--- config.mk ---
export PLATFORM = sky130hd
export DESIGN_NAME = dm_access_ctrl
export DESIGN_NICKNAME = d
export VERILOG_FILES = /design/src/rtl/dm_access_ctrl.sv
export SDC_FILE = /design/constraint.sdc
export NUM_CORES = 1
export LEC_CHECK = 0
export ABC_AREA = 1
export CAP_MARGIN = 40
export CORE_MARGIN = 2
export CORE_UTILIZATION = 46
export DETAILED_ROUTE_END_ITERATION = 8
export GPL_TIMING_DRIVEN = 0
export PLACE_DENSITY = 0.88
export SLEW_MARGIN = 20
export SYNTH_ARGS = -nofsm -noshare
export SYNTH_HDL_FRONTEND = slang
export SYNTH_SLANG_ARGS = --single-unit
--- constraint.sdc ---
create_clock -name clk -period 1.8 [get_ports clk]
set_input_delay 0.36 -clock clk [delete_from_list [all_inputs] [get_ports clk]]
set_output_delay 0.36 -clock clk [all_outputs]
set_load 0.005 [all_outputs]
--- src/rtl/dm_access_ctrl.sv ---
// dm_access_ctrl: MEM-stage load/store controller driving a single-port,
// handshaked data memory. Handles lane placement for stores, lane selection
// and extension for loads, misalignment rejection and transaction timeout.
module dm_access_ctrl #(
    parameter int TIMEOUT = 16
) (
    input  logic        clk,
    input  logic        rst_n,
    input  logic        req_valid,
    input  logic        req_we,
    input  logic [1:0]  req_size,
    input  logic        req_unsigned,
    input  logic [31:0] req_addr,
    input  logic [31:0] req_wdata,
    output logic        stall,
    output logic        ld_valid,
    output logic [31:0] ld_data,
    output logic        misalign,
    output logic        bus_err,
    output logic        mem_req,
    output logic        mem_we,
    output logic [31:0] mem_addr,
    output logic [3:0]  mem_be,
    output logic [31:0] mem_wdata,
    input  logic        mem_ready,
    input  logic        mem_rvalid,
    input  logic [31:0] mem_rdata
);

    typedef enum logic [1:0] {IDLE, REQ, RESP, DONE} state_t;

    // One spare bit above TIMEOUT-1 so the saturated count can never
    // match the expiry value a second time.
    localparam int CW = (TIMEOUT > 1) ? $clog2(TIMEOUT) + 1 : 1;

    state_t          state, state_n;
    logic [CW-1:0]   cnt;
    logic            we_q;
    logic [1:0]      size_q;
    logic            uns_q;
    logic [1:0]      lane_q;
    logic            mis;
    logic            accept;
    logic            timed_out;
    logic            to_hit;
    logic [3:0]      be_n;
    logic [31:0]     wdata_n;

    // Load formatting: pick the addressed lane, then sign/zero extend.
    function automatic logic [31:0] fmt_load(input logic [31:0] w, input logic [1:0] lane,
                                             input logic [1:0] size, input logic uns);
        logic [7:0]  b;
        logic [15:0] h;
        case (lane)
            2'd0:    b = w[7:0];
            2'd1:    b = w[15:8];
            2'd2:    b = w[23:16];
            default: b = w[31:24];
        endcase
        h = lane[1] ? w[31:16] : w[15:0];
        if (size == 2'b00)
            fmt_load = {{24{b[7] & ~uns}}, b};
        else if (size == 2'b01)
            fmt_load = {{16{h[15] & ~uns}}, h};
        else
            fmt_load = w;
    endfunction

    // Misalignment and store lane placement, decoded straight from the request.
    always_comb begin
        mis     = (req_size == 2'b01 && req_addr[0]) || (req_size[1] && req_addr[1:0] != 2'b00);
        be_n    = 4'b1111;
        wdata_n = req_wdata;
        if (req_we) begin
            case (req_size)
                2'b00: begin
                    be_n    = 4'b0001 << req_addr[1:0];
                    wdata_n = {4{req_wdata[7:0]}};
                end
                2'b01: begin
                    be_n    = req_addr[1] ? 4'b1100 : 4'b0011;
                    wdata_n = {2{req_wdata[15:0]}};
                end
                default: begin
                    be_n    = 4'b1111;
                    wdata_n = req_wdata;
                end
            endcase
        end
    end

    assign accept    = req_valid && !mis;
    assign timed_out = (TIMEOUT > 0) && (cnt == CW'(TIMEOUT - 1));

    // Next state; a handshake in the expiry cycle wins over the timeout.
    always_comb begin
        state_n = state;
        to_hit  = 1'b0;
        case (state)
            IDLE: if (accept) state_n = REQ;
            REQ: begin
                if (mem_ready)      state_n = we_q ? DONE : RESP;
                else if (timed_out) begin state_n = DONE; to_hit = 1'b1; end
            end
            RESP: begin
                if (mem_rvalid)     state_n = DONE;
                else if (timed_out) begin state_n = DONE; to_hit = 1'b1; end
            end
            default: state_n = IDLE;
        endcase
    end

    // Combinational outputs are forced low while reset is held.
    always_comb begin
        stall    = rst_n && ((state == IDLE && accept) || state == REQ || state == RESP);
        misalign = rst_n && state == IDLE && req_valid && mis;
        mem_req  = (state == REQ);
    end

    // State, timeout counter, latched request and completion outputs.
    always_ff @(posedge clk or negedge rst_n) begin
        if (!rst_n) begin
            state     <= IDLE;
            cnt       <= '0;
            we_q      <= 1'b0;
            size_q    <= 2'b00;
            uns_q     <= 1'b0;
            lane_q    <= 2'b00;
            mem_we    <= 1'b0;
            mem_addr  <= '0;
            mem_be    <= '0;
            mem_wdata <= '0;
            ld_valid  <= 1'b0;
            ld_data   <= '0;
            bus_err   <= 1'b0;
        end else begin
            state <= state_n;
            if (state == IDLE)
                cnt <= '0;
            else if ((state == REQ || state == RESP) && cnt != '1)
                cnt <= cnt + 1'b1;
            if (state == IDLE && accept) begin
                we_q      <= req_we;
                size_q    <= req_size;
                uns_q     <= req_unsigned;
                lane_q    <= req_addr[1:0];
                mem_we    <= req_we;
                mem_addr  <= {req_addr[31:2], 2'b00};
                mem_be    <= be_n;
                mem_wdata <= wdata_n;
            end
            ld_valid <= (state == REQ || state == RESP) && state_n == DONE && !we_q;
            bus_err  <= to_hit;
            if (to_hit && !we_q)
                ld_data <= '0;
            else if (state == RESP && mem_rvalid)
                ld_data <= fmt_load(mem_rdata, lane_q, size_q, uns_q);
        end
    end

endmodule

# After elaboration in Yosys (flattened, before gate mapping)
# Cells that the tools add are included.
# W data, S select, Z words.
op_classes:
  n_eq_ne: 9
  n_bitwise: 3
  addsub: 1
  reduce_logical: 26
  muxes: 25
  shift: 1
op_table:
  columns: ["op", "n"]
  rows:
  - ["$mux W32", 5]
  - ["$pmux W32 S2", 1]
  - ["$pmux W8 S3", 1]
  - ["$mux W16", 1]
  - ["$mux W8", 2]
  - ["$logic_and A1 B1 Y1", 13]
  - ["$mux W5", 2]
  - ["$eq A2 B1 Y1 const B", 4]
  - ["$logic_not A2 Y1", 4]
  - ["$mux W2", 4]
  - ["$mux W4", 2]
  - ["$pmux W4 S2", 1]
  - ["$eq A2 B2 Y1 const B", 3]
  - ["$pmux W2 S3", 1]
  - ["$reduce_bool A2 Y1", 3]
  - ["$add A5 B1 Y5 const B", 1]
  - ["$eq A5 B4 Y1 const B", 1]
  - ["$ne A5 B5 Y1 const B", 1]
  - ["$logic_or A1 B1 Y1", 4]
  - ["$mux W1", 4]
  - ["$shl A1 B2 Y4 const A", 1]
  - ["$and A1 B1 Y1", 2]
  - ["$logic_not A1 Y1", 2]
  - ["$pmux W1 S2", 1]
  - ["$not A1 Y1", 1]
word_totals:
  in_bits: 105
  ff_bits: 113
  wordCells: 77

# Depth between registers and ports, before layout
depth:
  depth_word: 10
  depth_mapped: 12
  ltp_nobuf: 11

# Worst setup path before layout
# No wires, ideal clock.
synth_path:
  kind: "register -> register"
  from: "register cnt[0]"
  to: "register ld_data[11]"
  setup_time_ns: 0.066
  stages_incl_launch_ff: 13
  t_arrival_ns: 1.614
  period_less_slack_ns: 1.680
  t_required_ns: 1.734
  slack_ns: 0.120
  path_cell_list: "dfrtp_1 > ha_1 > nand2_1 > nor2_1 > ha_1 > nand2_1 > inv_1 > nand3_1 > nand2_1 > inv_1 > clkbuf_1 > nand2_1 > nand2_1"
synth_between:
  elab_chain_cells: 6
synth_lines:
  columns: ["item", "line", "source"]
  rows:
  - ["start, declared", "37", "logic [CW-1:0] cnt;"]
  - ["start signal, assigned", "141", "cnt <= cnt + 1'b1;"]
  - ["$eq A5 B4 Y1 *", "93", "assign timed_out = (TIMEOUT > 0) && (cnt == CW'(TIMEOUT - 1));"]
  - ["$mux W1 *", "103, 107", null]
  - ["$mux W1 (on tied branches)", "106, 102", null]
  - ["$pmux W1 S2 *", "99", "case (state)"]
  - ["$logic_and A1 B1 Y1 *", "154", "if (to_hit && !we_q)"]
  - ["$mux W32 or $reduce_bool A2 Y1 (tied branches)", null, null]
  - ["end signal, assigned", "157", "ld_data <= fmt_load(mem_rdata, lane_q, size_q, uns_q);"]
  - ["end, declared", "17", "output logic [31:0] ld_data,"]
# Every way passes the cells marked *; elsewhere a longest branch is shown, timed or not.
# A chain may end at the register's enable or synchronous reset.

# Worst setup path in the final report
layout_path:
  from: "register state[0]"
  to: "output port stall"
layout_between:
  elab_chain_cells: 5
layout_lines:
  columns: ["item", "line", "source"]
  rows:
  - ["start, declared", "36", "state_t state, state_n;"]
  - ["start signal, assigned", "137", "state <= state_n;"]
  - ["$logic_not A2 Y1", "115", "stall = rst_n && ((state == IDLE && accept) || state == REQ || state == RESP);"]
  - ["$logic_and A1 B1 Y1", "115", null]
  - ["$logic_or A1 B1 Y1", "115", null]
  - ["$logic_or A1 B1 Y1 *", "115", null]
  - ["$logic_and A1 B1 Y1 *", "115", null]
  - ["end, declared", "15", "output logic stall,"]
# Marks and branches as above.

==> results.yml <==
timing:
  fin_tns_setup_ps: -143
  post-route-period-util_pct: 106
  fmax_mhz: 525
  clock_skew_ps: 6.01
  period_minus_slack_ps: 1910
  setup_ws_ps: -105
  whs_ps: 24.6
  finalHoldViolCount: 0
  finalSetupViolCount: 2
  maxSlewViolCount: 0
  rsz0062_at_grt: "yes"
die:
  start_util_pct: 47.1
  die_w_um: 118
  die_h_um: 118
  rows: 41
  core_area_sq_mm: 0.0126
  die-area_sq_mm: 0.0139
  io-pin-count: 211
yosys:
  synth_xor_area_share_pct: 0
  synth_seq_cells: 113
  synth-adder-area-share_pct: 1.47
  avgSynthCellArea_sq_um: 7.60
  syn_area_sq_mm: 0.00595
  postSynthCellCount: 782
  synth_warnings: 0
  synth_cell_types: 36
  synth-simple-area-share_pct: 35.6
  synth_top_family_by_area: "simple AND/OR/NAND/NOR gates"
  synth_compound_area_share_pct: 6.59
  synthMuxAreaShare_pct: 0
  ys_seq_area_share_pct: 47.6
critical_path:
  worstSetupStartpoint: "state[0]"
  worstPathArrival_ps: 1550
  critPathRequiredTime_ps: 1440
  cp-end-kind: "output port"
  crit_fanout: 2
  r2r-start: "cnt[1]"
  crit_type: "reg2out"
  startpoint_type: "register"
final_layout:
  area_delta_synth_final_pct: 56.9
  stdcell_area_sq_mm: 0.00933
  multi_input_comb_area_sq_mm: 0.00272
  fin_nets: 1144
  nFillCells: 968
  regArea_sq_mm: 0.00283
  fin_util_pct: 73.9
  drive_gt1_share_pct: 14.6
  final_cells: 1218
clocking:
  clk_pin_slew_ps: 50
  clk_latency_ps: 420
  cts_buffer_depth: 2
  clockRootBuffer: "clkbuf_16"
  cts.htree.levels: 4
  clock_sinks: 113
  cts_buffers: 17
  cts_tree: "yes"
route:
  wirelength_um: 20300
  routedWlPerCell_um: 16.7
  drcViolationCount: 0
  vias: 6302
  ant_nets: 0
  drtPass1Iterations: 5
  vias_per_cell: 5.17
  drt_iter0_drc: 548
global_route:
  first_global_vias: 6238
  grt_max_degree: 51
  antenna_found_initial: 2
  grt_overflow: 0
  grt_pass1_wl_um: 31700
  grt.total_usage_pct: 29.2
place:
  placed_cells: 1164
  gp_congestion: 0.930
  hpwl_um: 14100
  port_buffers: 208
  pre_cts_ws_ps: -848
  place_area_sq_mm: 0.00828
power:
  power_density_mw_per_mm2: 1630
  finalPower_mw: 15.2
  p_leak_nw: 4.72
  ir_drop_mv: 1.03
status:
  status: "complete, but fails checks"
  violations: "setup timing"
worst_hold_path:
  hp-class: "in2async"
job:
  maxCapViolations: 0
==> registers in the layout, indices dropped and copies added, names as in the netlist <==
name,count
ld_data,32
mem_wdata,32
mem_addr,30
cnt,5
mem_be,4
lane_q,2
size_q,2
state,2
bus_err,1
ld_valid,1
uns_q,1
we_q,1
==> cell usage in the layout, fill, tap and decap left out, types with 4 or more instances in the layout <==
master           Yosys  final
nand2_4              3      4
nand3_2              7      7
nand2_2              2      9
or2_2                7      7
nor2_4               4      5
clkbuf_16            0     19
clkbuf_8             0      6
buf_2               16     14
o211ai_1             9      9
a21oi_1             16     15
nand2_1            332    323
dfrtp_1            113    113
buf_6               10     14
inv_1               60     51
inv_2                4     11
clkdlybuf4s50_1      0    200
nor2_1              60     58
o21ai_0             38     37
nand3_1             51     50
nand4_1             14     14
buf_4                6     19
==> worst paths after layout <==
path                                     end  slack (ps)  cells past startpoint
worst max register to register        cnt[3]         -40                     11
min in group clk                   mem_be[1]         280                      3
worst min-delay path             ld_data[31]          20                      2
max in group asynchronous          mem_be[3]        1000                      4
worst min register to register  mem_addr[25]         480                      2
worst max-delay path                   stall        -110                      7
==> routing by layer <==
layer	vias to the layer above	part of all wire (%)	global-route usage, %
met1	2963	38	33.3
met4	0	4.1	14.5
met2	321	48	48.2
met3	65	9.7	11.0
met5	-	0	0
li1	2953	-	-
==> where the power goes <==
| part | internal, mW | switching [mW] |
|---|---|---|
| Clock | 2.31 | 1.18 |
| Sequential | 3.69 | 0.777 |
| Combinational | 3.72 | 3.49 |
| Total | 9.72 | 5.45 |
==> cells by family after synthesis <==
group           Yosys count
simple gates            488
fa+ha+maj                 7
other cells               1
compound gates           71
flops                   113
buf+inv                 102
==> worst max-delay path, stage by stage (launching register included) <==
cell	delay (ps)
dfrtp_1	400
inv_2	120
ha_4	170
nand2_4	70
inv_4	90
nand2_8	50
a21oi_2	100
buf_2	120
==> cell type report <==
cell class              count  area share, %
well taps                 172           2.31
clock buffers              22           5.19
plain buffers              36           3.50
clock inverters             9           1.40
repair buffers            231           25.4
flip-flops and latches    113           30.3
multi-input cells         568           29.2
diodes                      2         0.0537
inverters                  65           2.70
==> what timing repair did <==
action                                  CTS  global route
resized for setup                        45            27
hold endpoints to repair                 48            48
buffers inserted                          8             6
pin swaps                                 6            14
endpoints found under the setup margin   35            37
cloned                                    2             2
==> synthesized netlist by cell type <==
master	n	share of area (%)
nand3_4	2	0.59
nand2_8	1	0.34
or2_1	1	0.11
a211oi_1	2	0.25
buf_8	1	0.25
inv_2	4	0.25
ha_1	7	1.5
o21ai_0	38	3.2
o21ai_2	1	0.15
o21bai_1	1	0.13
nand3_2	7	1.2
a21oi_1	16	1.3
inv_4	1	0.11
o211ai_1	9	1.1
nor2_1	60	3.8
nand3_1	51	4.3
buf_6	10	1.9
nor2_2	1	0.11
clkbuf_4	1	0.13
o21ai_1	2	0.17
o22ai_1	1	0.11
nor2_8	1	0.34
conb_1	1	0.063
nor2_4	4	0.76
nand4_1	14	1.5
nand2_2	2	0.21
nand2_1	332	21
buf_4	6	0.76
nand2_4	3	0.57
nor3_1	2	0.17
or2_2	7	0.74
dfrtp_1	113	48
a31oi_1	1	0.11
buf_2	16	1.3
clkbuf_1	3	0.19
inv_1	60	3.8
Note: power is estimated with default switching activity, not from simulation.
==> RTL change 1: new RTL, config.mk and constraints unchanged <==
Compare `cnt` against `CW'(TIMEOUT - 1)` with >= in place of ==.
--- a/src/rtl/dm_access_ctrl.sv
+++ b/src/rtl/dm_access_ctrl.sv
@@ -92,3 +92,3 @@
     assign accept    = req_valid && !mis;
-    assign timed_out = (TIMEOUT > 0) && (cnt == CW'(TIMEOUT - 1));
+    assign timed_out = (TIMEOUT > 0) && (cnt >= CW'(TIMEOUT - 1));
 
Check against the original RTL: same outputs for any inputs over 4 cycles, from zero or initial values and one cycle with rst_n low; that may be too few to reach the edited logic, so the function may still have changed.
==> RTL change 1 against the original RTL <==
The run still ends with negative setup slack left; global-route usage rose by 0.61 points; clock skew rose by 0.0015 ns; sequential cell count did not move; total power rose by 0.34%; cell area fell by 1.8%; die area fell by 2.5%; setup slack improved by 0.030 ns; clock power rose by 9.2%; synthesized area fell by 2.6%; wire length fell by 0.59%; register-to-register slack got worse by 0.04 ns; largest cell class unchanged.
==> RTL change 1: results (changes against the original RTL) <==
| Metric | Value |
|---|---|
| DRT iter0 DRCs | `713 (+30%)` |
| Area contributors post-synth | `dfrtp_1 (49%), nand2_1 (18%), nand3_1 (6.2%), nor2_1 (4.5%), inv_1 (2.9%)` |
| CP Max Fanout | `10 (+8)` |
| Met1 GRT Util | `0.356 (+0.0238)` |
| Clock Skew | `0.00754 ns (+0.00152 ns)` |
| Vias in the first global route | `6062 (-2.8%)` |
| Met2 usage | `0.499 (+0.0176)` |
| Fin nets | `1117 (-2.4%)` |
| WL per Instance | `17.0 um (+2.1%)` |
| Final setup viols | `3 (+1)` |
| Initial DRT Pass Iterations | `6 (+1)` |
| Met3 usage | `0.0981 (-0.0124)` |
| First-pass GRT wire length | `30.7 mm (-3.3%)` |
| HPWL Detailed | `13.4 mm (-4.7%)` |
| Outcome | `finished with violations` |
| Net Sw Power | `5.37 mW (-1.5%)` |
| Failing checks | `negative setup slack` |
| Switching portion of total power | `0.353 (-0.00643)` |
| Final setup TNS | `-0.147 ns (-0.00372 ns)` |
| Commonest cells post-synth | `nand2_1 (283), dfrtp_1 (113), nand3_1 (72)` |
| Share of cells above drive strength 1 | `0.134 (-0.0120)` |
| Sequential power share | `0.292 (-0.002)` |
| P_clk | `3.81 mW (+9.2%)` |
| Ant diodes | `0 (-2)` |
| Final setup margin | `-0.0753 ns (+0.0301 ns)` |
| IO Port Bufs | `207 (-0.48%)` |
RTL change 1: cell type report:
cell class / count / area, um^2 / area share
buffer: 37 / 263 / 0.0287
multi-input combinational: 554 / 2650 / 0.289
inverter: 51 / 204 / 0.0223
tap: 168 / 210 / 0.0229
clock buffer: 23 / 488 / 0.0533
sequential: 113 / 2830 / 0.309
clock inverter: 9 / 176 / 0.0193
timing repair buffer: 231 / 2350 / 0.256
RTL change 1: layer usage:
metal,vias to the layer above,share of wire
li1,2924,-
met1,2988,0.38
met2,402,0.48
met3,52,0.11
met4,0,0.028
met5,-,0
RTL change 1: through the flow:
stage,utilization,cell area (um^2)
after global placement,0.664,8080
after detailed placement,0.666,8110
after global routing,0.753,9160
after CTS,0.740,9000
after floorplan,-,5790
final,0.753,9160
RTL change 1: repair_timing:
| item | CTS | global route |
|---|---|---|
| endpoints found under the setup margin | 40 | 44 |
| hold buffers | 4 | 0 |
| hold endpoints to repair | 37 | 0 |
| pin swaps | 4 | 8 |
| setup buffers | 11 | 5 |
| cloned | 3 | 1 |
| resized for setup | 31 | 33 |
RTL change 1: kinds of logic (layout without fill, tap and decap cells):
group                    count (synthesis)  in the layout  share of synthesized area
AND/OR/NAND/NOR                        460            461                      0.332
buffers and inverters                   90            351                     0.0793
flip-flops                             113            113                      0.488
multiplexers                             1              1                    0.00173
adder cells (fa/ha/maj)                  7              7                     0.0151
other                                    1              2                   0.000648
AO/OA/AOI/OAI                           83             83                     0.0825
RTL change 1: worst max-delay path: cells and delay by family, from the launching register on:
| kind | cells | cell delay [ns] |
|---|---|---|
| simple gates | 4 | 0.74 |
| buf+inv | 3 | 0.50 |
| flops | 1 | 0.39 |
| fa+ha+maj | 1 | 0.18 |
==> RTL change 2: new RTL, same flow settings <==
Made on the original files. `TIMEOUT`: 16 -> 8.
--- a/src/rtl/dm_access_ctrl.sv
+++ b/src/rtl/dm_access_ctrl.sv
@@ -4,3 +4,3 @@
 module dm_access_ctrl #(
-    parameter int TIMEOUT = 16
+    parameter int TIMEOUT = 8
 ) (
Behaviour: not the same (a bounded check fails within 10 cycles, from zero or initial values and one cycle with rst_n low).
==> RTL change 2 against the original RTL <==
The flow still finishes with violations (negative setup slack); sequential cell count is 1 lower; cell count is 6.2% lower; sequential power is 2% lower; highest routed layer unchanged; cell area is 7.7% lower; wire length is 7.8% lower; synthesized area is 3.5% lower; first-iteration DRC count is 9.1% lower; critical path type unchanged; worst hold slack better by 0.0026 ns; total power is 12% lower; setup slack better by 0.056 ns; count of clock-buffer cells in the layout is 9 lower.
==> RTL change 2: results (changes against the original RTL) <==
| Metric | Value |
|---|---|
| Outcome | `finished with violations` |
| Failing checks | `negative setup slack` |
| H-tree depth | `3 (-1)` |
| Compound-Gate Fraction of Synth Area | `0.0807 (+0.0148)` |
| Cts bufs inserted | `9 (-8)` |
| WL per Instance | `16.4 um (-1.6%)` |
| First-pass GRT wire length | `28.7 mm (-9.4%)` |
| WHS | `0.0272 ns (+0.00259 ns)` |
| Met2 routed WL | `8.62 mm (-12%)` |
| GP Congestion | `0.998 (+7.4%)` |
| Critical R2R Launch | `state[0]` |
| DRT iter0 DRCs | `498 (-9.1%)` |
| Final setup TNS | `-0.0533 ns (+0.0896 ns)` |
| Ant diodes | `0 (-2)` |
| Post-cts resize count | `23 (-49%)` |
| Clock Latency Late Sink | `0.36 ns (-0.06 ns)` |
| Final setup margin | `-0.0492 ns (+0.0561 ns)` |
| R2R Path End | `ld_data[30]` |
| Vias in the first global route | `5726 (-8.2%)` |
| HPWL Detailed | `13.2 mm (-6.3%)` |
| R2R Setup Slk | `0.05 ns (+0.09 ns)` |
| Pre-CTS setup slack | `-0.888 ns (-0.0392 ns)` |
| Synth cell types | `32 (-11%)` |
| Via/cell ratio | `5.31 (+2.7%)` |
| Final setup viols | `2 (unchanged)` |
RTL change 2: cell types whose count changed after synthesis, moves of 4 or more:
cell	delta
nand3_2	-6
a21oi_1	-10
nand3_1	+16
o211ai_1	-6
nand2_2	+24
buf_6	-4
inv_1	-20
o21ai_0	+26
nand2_1	-58
or2_2	-7
nor2_1	-20
o21ai_1	+9
RTL change 2: worst register-to-register path, stage by stage (launching register included):
cell and delay, ns:
dfrtp_1 0.40, buf_4 0.16, ha_4 0.16, buf_6 0.12
nand2_2 0.09, o21ai_2 0.07, nand3_2 0.10, nand2_4 0.10
nor2_8 0.20, clkbuf_16 0.18, nand2_2 0.06, nand2_2 0.05
RTL change 2: cell type report:
| class | instances | area (um^2) |
|---|---|---|
| timing repair buffer | 226 | 2310 |
| inverter | 47 | 184 |
| clock buffer | 13 | 250 |
| buffer | 35 | 249 |
| sequential | 112 | 2800 |
| tap | 168 | 210 |
| fill | 943 | 3500 |
| clock inverter | 3 | 17.5 |
| multi-input combinational | 538 | 2580 |
RTL change 2: cell families (layout without fill, tap and decap cells):
family          after synthesis  in the layout
simple gates                442            442
flops                       112            112
compound gates               89             89
buf+inv                      83            324
fa+ha+maj                     5              5
other cells                   1              2
RTL change 2: layer usage:
layer,track usage,vias to the layer above
met5,0,-
met4,0.134,0
met3,0.0905,63
met2,0.435,346
met1,0.351,2845
li1,-,2813
RTL change 2: worst min-delay path by stage:
stage | from | end
after floorplan | rst_n | bus_err
after global placement | mem_addr[6] | mem_addr[6]
after detailed placement | rst_n | bus_err
after CTS | rst_n | ld_data[8]
after global routing | rst_n | ld_data[14]
final | rst_n | ld_data[8]
RTL change 2: power by group:
group,total [mW],switching (mW),internal [mW]
combinational,7.10,3.51,3.59
clock,1.89,0.917,0.976
sequential,4.37,0.720,3.65
